===== src/rtl/uart_tx_arbiter.sv =====
// Round-robin packet arbiter: four byte sources share one UART TX sink.
// Define UART_TX_ARBITER_TIMEOUT_EN to force-release a stalled lock.
module uart_tx_arbiter #(
    parameter int unsigned TIMEOUT_CYCLES = 4096
) (
    input  logic        clk,
    input  logic        reset_n,
    input  logic [3:0]  in_valid,
    output logic [3:0]  in_ready,
    input  logic [31:0] in_data,
    input  logic [3:0]  in_eop,
    input  logic        out_ready,
    output logic        out_valid,
    output logic [7:0]  out_data,
    output logic [1:0]  grant,
    output logic        busy,
    output logic        timeout
);

    if (TIMEOUT_CYCLES < 2 || TIMEOUT_CYCLES > 65535) begin : g_bad_timeout
        $error("TIMEOUT_CYCLES out of range 2..65535");
    end

    typedef enum logic {
        IDLE,
        LOCK
    } state_t;

    state_t      state_q, state_d;
    logic [1:0]  grant_q, grant_d;
    logic [1:0]  last_q, last_d;
    logic [1:0]  pick;
    logic [1:0]  cand;
    logic        any_req;
    logic        xfer;
    logic        eop_xfer;
    logic        force_rel;

    // Highest offset first so the nearest source after last_q wins.
    always_comb begin
        pick = last_q;
        cand = '0;
        for (int k = 3; k >= 0; k--) begin
            cand = last_q + 2'(k + 1);
            if (in_valid[cand]) pick = cand;
        end
    end

    assign any_req = |in_valid;

    always_comb begin
        out_valid = 1'b0;
        out_data  = 8'h00;
        in_ready  = 4'b0000;
        if (state_q == LOCK) begin
            out_valid = in_valid[grant_q];
            if (out_valid) out_data = in_data[{grant_q, 3'b000} +: 8];
            in_ready[grant_q] = out_ready;
        end
    end

    assign xfer     = out_valid & out_ready;
    assign eop_xfer = xfer & in_eop[grant_q];

    always_comb begin
        state_d = state_q;
        grant_d = grant_q;
        last_d  = last_q;
        unique case (state_q)
            IDLE: begin
                if (any_req) begin
                    grant_d = pick;
                    state_d = LOCK;
                end
            end
            LOCK: begin
                if (eop_xfer || force_rel) begin
                    last_d  = grant_q;
                    state_d = IDLE;
                end
            end
            default: state_d = IDLE;
        endcase
    end

    always_ff @(posedge clk or negedge reset_n) begin
        if (!reset_n) begin
            state_q <= IDLE;
            grant_q <= 2'd3;
            last_q  <= 2'd3;
        end else begin
            state_q <= state_d;
            grant_q <= grant_d;
            last_q  <= last_d;
        end
    end

`ifdef UART_TX_ARBITER_TIMEOUT_EN
    logic [15:0] stall_q;
    logic        timeout_q;

    assign force_rel = (state_q == LOCK) && !xfer &&
                       (stall_q == 16'(TIMEOUT_CYCLES - 1));

    // Counter stays zero outside LOCK, so every lock starts fresh.
    always_ff @(posedge clk or negedge reset_n) begin
        if (!reset_n) begin
            stall_q   <= '0;
            timeout_q <= 1'b0;
        end else begin
            timeout_q <= force_rel;
            if (state_q != LOCK || xfer || force_rel) stall_q <= '0;
            else stall_q <= stall_q + 16'd1;
        end
    end

    assign timeout = timeout_q;
`else
    assign force_rel = 1'b0;
    assign timeout   = 1'b0;
`endif

    assign grant = grant_q;
    assign busy  = (state_q == LOCK);

endmodule


===== config.mk =====
export PLATFORM = sky130hd
export DESIGN_NAME = uart_tx_arbiter
export DESIGN_NICKNAME = d
export VERILOG_FILES = /design/src/rtl/uart_tx_arbiter.sv
export SDC_FILE = /design/constraint.sdc
export NUM_CORES = 1
export LEC_CHECK = 0
export ABC_AREA = 1
export ABC_CLOCK_PERIOD_IN_PS = 1800
export CAP_MARGIN = 20
export CORE_MARGIN = 4
export CORE_UTILIZATION = 25
export CTS_BUF_LIST = sky130_fd_sc_hd__clkbuf_16
export DETAILED_ROUTE_END_ITERATION = 10
export GPL_ROUTABILITY_DRIVEN = 0
export HOLD_SLACK_MARGIN = 0.1
export PLACE_DENSITY = 0.67
export SYNTH_ARGS = -nofsm -noshare
export SYNTH_HDL_FRONTEND = slang
export SYNTH_SLANG_ARGS = --single-unit

===== constraint.sdc =====
create_clock -name clk -period 1.8 [get_ports clk]
set_input_delay 0.27 -clock clk [delete_from_list [all_inputs] [get_ports clk]]
set_output_delay 0.27 -clock clk [all_outputs]
set_load 0.005 [all_outputs]

Word-level counts from Yosys, hierarchy flattened
Cells that the tools add are included.
Widths: inputs -> output; s select.
{"block": "classes", "bitwise_logic": 4, "addsub": 3, "muxes": 22, "reduce_logical": 4, "order_cmp": 5, "n_shift": 1}
{"op": "$shiftx 32x6->8", "n": 1}
{"op": "$mux 8", "n": 2}
{"op": "$lt 2x3->1 const B", "n": 4}
{"op": "$bmux 1 s2", "n": 5}
{"op": "$mux 1", "n": 9}
{"op": "$mux 2", "n": 3}
{"op": "$add 2x2->2 const B", "n": 2}
{"op": "$and 4x4->4", "n": 1}
{"op": "$mux 4", "n": 1}
{"op": "$reduce_and 2->1", "n": 2}
{"op": "$reduce_or 4->1", "n": 1}
{"op": "$add 2x1->2 const B", "n": 1}
{"op": "$and 1x1->1", "n": 2}
{"op": "$demux 1 s2", "n": 1}
{"op": "$ge 2x1->1 const B", "n": 1}
{"op": "$pmux 1 s2", "n": 1}
{"op": "$logic_and 1x1->1", "n": 1}
{"op": "$not 1->1", "n": 1}
{"block": "word_totals", "in_bits": 43, "out_inout_bits": 17, "word_cells": 42, "ff_bits": 5}

Longest topological paths before layout
{"block": "depth", "ltp_word": 7, "ltp_mapped": 11, "mapped_depth_nobuf": 11}

Worst setup path before layout
No wires, ideal clock.
{"block": "synth_path", "path_type": "register -> output", "startpoint": "reg grant_q[1] (netlist: grant[1])", "endpoint": "out out_data[0]", "path_stages_with_launch": 8, "setup_slack_ns": 0.205, "n_path_buf": 1, "required_time_ns": 1.530, "arrival_ns": 1.325, "path_cell_list": "dfstp_2 > buf_6 > inv_8 > nor2_8 > nand2_4 > nand4_4 > nand2_8 > a31oi_2"}
{"block": "synth_via", "elab_chain_len": 4, "word_cells_on_any_way": 5, "cone_classes": "shift: 1; mux: 4"}
{"element": "from (decl)", "line": "30", "rtl": "logic [1:0] grant_q, grant_d;"}
{"element": "from (signal assigned)", "line": "93", "rtl": "grant_q <= grant_d;"}
{"element": "branches (longest 2 deep; another with $shiftx 32x6->8)"}
{"element": "$mux 8 *", "line": "57", "rtl": "if (out_valid) out_data = in_data[{grant_q, 3'b000} +: 8];"}
{"element": "$mux 8 *", "line": "55", "rtl": "if (state_q == LOCK) begin"}
{"element": "to (decl)", "line": "14", "rtl": "output logic [7:0] out_data,"}
Every way passes the cells marked *. The select of a mux whose other input is x is not followed.

Worst setup path after layout
{"block": "layout_path", "startpoint": "reg grant_q[1] (netlist: grant[1])", "endpoint": "out out_data[6]"}
Same word-level chain as after synthesis.

==> flow_summary_export.csv <==
group,metric,value,unit
cells_and_area,nFillCells,300,
global_route,grt_pass1_vias,1217,
cells_and_area,multi_input_area,713,µm²
critical_path,crit_family,"flip-flops",
detailed_routing,first_pass_iters,4,
sta,setup_ws,-0.200,ns
detailed_routing,drt-total-wl,3570,µm
cts,clock_latency,0.22,ns
synthesis,ys_types,26,
cts,holdBufCountCts,0,
cells_and_area,final_area,0.00190,mm²
critical_path,r2r_setup_slack,0.13,ns
synthesis,ys.flop_type,"dfstp_2",
sta,hold_violations,0,
critical_path,worstPathMaxFanout,8,
sta,drv_slew,0,
pwr,pwr-share-comb,78.9,%
synthesis,yosys_warnings,0,
critical_path,cp_data_arrival_time,1.73,ns
synthesis,synth_edf_count,0,
cells_and_area,seqCellArea,130,µm²
sta,setup_violations,8,
cells_and_area,area_growth_syn_to_layout,119,%
sta,fmax,500,MHz
critical_path,slowest_stage,"dfstp_2",
critical_path,r2r_end,"last_q[0]$_DFFE_PN1P_",
critical_path,worstSetupEndpointType,"output pin",
cts,clk_pin_slew,0.03,ns
detailed_routing,drtAntennaViolNets,0,
detailed_routing,routedWlPerCell,13.6,µm
detailed_routing,via_count,1236,
critical_path,crit_type,"reg2out",
floorplan,rows,21,
pwr,power_frac_seq,9.4,%
global_route,grt_max_degree,12,
cts,htree_levels,1,
cts,cts_sinks,5,
floorplan,initial_core_util,26.0,%
place,io_buffers,58,
flow_run,cap_violations,0,
critical_path,r2r_cells,9,
synthesis,netlist_area,867,µm²
critical_path,cp_common_cell,"buf_6",
global_route,antenna_found_initial,0,
global_route,track_usage,15.4,%
synthesis,synth_common_cells,"nand2_1 (51), inv_1 (12), a22oi_1 (10), a31oi_2 (7), nor2_1 (5)",
critical_path,path_buf_inv,4,
critical_path,startpoint_type,"register",
sta,clock_skew,0.0000934,ns
place,dp_hpwl,2580,µm
cells_and_area,antenna_cells,0,
pwr,p_int,1.74,mW
synthesis,async_flop_share,100,%
pwr,vdd_drop_max,0.758,mV
cts,cts_buffers,3,
cts,cts_tree,"built",
floorplan,dieWidth,66.9,µm
place,postPlaceCellArea,0.00162,mm²
synthesis,synth_top_cell_by_area,"nand2_1",
detailed_routing,via_per_inst,4.72,
global_route,grt_pass1_wl,5310,µm
synthesis,syn_area_per_cell,7.05,µm²
cts,clk_path_buf_depth,2,
pwr,power_frac_clock,11.7,%
sta,timing.final.crit_share,111,%
floorplan,die_area,0.00447,mm²
cts,cts-root-buf,"clkbuf_16",
critical_path,required,1.53,ns
critical_path,worstPathCellList,"buf_6 > inv_8 > nor2_8 > nand2_4 > nand4_4 > nand2_8 > buf_6 > a31oi_4 > buf_2",
pwr,powerDensity,1600,mW/mm²
critical_path,reg2reg_from,"grant[0]$_DFFE_PN1P_",
synthesis,syn-num-nets,166,
synthesis,synth_seq_cells,5,
sta,rsz0062_at_grt,"yes",
floorplan,dieHeight,66.9,µm
detailed_routing,drc,0,
floorplan,core,0.00334,mm²
critical_path,cp_slowest_stage_delay,0.57,ns
outcome,violations,"setup timing",
pwr,p_total,3.04,mW
global_route,overflow,0,
floorplan,io_pins,60,
cells_and_area,drive_gt1_share,38.9,%
pwr,power.leakage,0.901,nW
sta,post-route-min-period,2.00,ns
pwr,p_sw_share,42.8,%
synthesis,yosysSeqAreaShare,15.0,%
detailed_routing,drt_iter0_drc,36,
synthesis,synth_area_leaders,"nand2_1 (22%), dfstp_2 (12%), a31oi_2 (10%)",
synthesis,synthCells,123,
outcome,status,"finished with violations",
synthesis,synth_top_area_share,22.1,%
synthesis,synth_most_common_cell,"nand2_1",
pwr,switchingPower,1.30,mW
worst_hold_path,min_path_type,"in2async",
cells_and_area,nNetsFinal,260,
==> stage by stage <==
stage               worst slack (ns)  utilization (%)  cells  TNS [ns]  hold slack (ns)
detailed placement            -0.286             48.5    241     -2.40            0.501
floorplan                      0.205                -    123         0          -0.0256
global route                  -0.269             57.0    262     -1.96            0.276
finish                        -0.200             57.0    262     -1.36            0.263
CTS                           -0.179             55.8    260     -1.25            0.266
global placement              -0.242             48.5    241     -2.14            0.500
==> how the worst max path moves through the flow <==
stage | start | to | slack [ns] | cells past startpoint
floorplan | grant[1]$_DFFE_PN1P_ | out_data[0] | 0.20 | 7
global placement | grant[0]$_DFFE_PN1P_ | out_data[0] | -0.24 | 7
detailed placement | grant[0]$_DFFE_PN1P_ | out_data[6] | -0.29 | 7
CTS | grant[0]$_DFFE_PN1P_ | out_data[0] | -0.18 | 9
global route | grant[1]$_DFFE_PN1P_ | out_data[1] | -0.27 | 9
finish | grant[1]$_DFFE_PN1P_ | out_data[6] | -0.20 | 9
==> layout by cell type (no fill, tap or decap), drive strengths merged <==
master and count:
clkbuf 3, dfstp 4, inv 16, nand4 1
a22oi 10, dlygate4sd2 4, a31oi 8, nor2 8
o21ai 5, nor3 3, nand3b 1, conb 1
clkdlybuf4s50 44, nand3 3, nand2 56, a21oi 2
a31o 1, buf 45, dfrtp 1
==> registers in the layout, summed over array words and instances, names as in the netlist <==
| register | cells |
|---|---|
| last_q | 2 |
| grant | 2 |
| busy | 1 |
==> per-layer routing <==
metal	wire length (µm)	vias to the layer above	track usage, %
met2	1880	72	32.2
met3	407	8	4.05
met5	0	-	0
met1	1240	562	13.8
li1	-	594	-
met4	44	0	4.56
==> final cells by class <==
cell class | instances | share of cell area [%]
Timing Repair Buffer | 93 | 44.8
Multi-Input combinational cell | 99 | 37.5
Sequential cell | 5 | 6.85
Clock buffer | 3 | 3.95
Inverter | 15 | 3.62
Tap cell | 46 | 3.03
Clock inverter | 1 | 0.197
==> what timing repair did <==
| action | CTS | global route |
|---|---|---|
| pin swaps | 6 | 6 |
| resized for setup | 63 | 6 |
| buffers inserted | 15 | 3 |
| endpoints found under the hold margin | 0 | 0 |
| endpoints found under the setup margin | 14 | 10 |
| cloned | 1 | 0 |
==> power by group through the flow <==
stage	Combinational, mW	Sequential (mW)	Clock, mW
finish	2.40	0.286	0.354
global route	2.58	0.301	0.370
CTS	2.29	0.285	0.361
detailed placement	1.90	0.309	0
global placement	1.86	0.301	0
floorplan	1.13	0.242	0
==> logic make-up (layout without fill, tap and decap cells) <==
group           Yosys count  after routing  synth area share [%]
simple gates             72             72                  46.3
compound gates           26             26                  26.3
buf+inv                  19            112                  12.0
flops                     5              5                  15.0
other cells               1              1                 0.432
No activity file was read; power rests on OpenSTA's default activity.
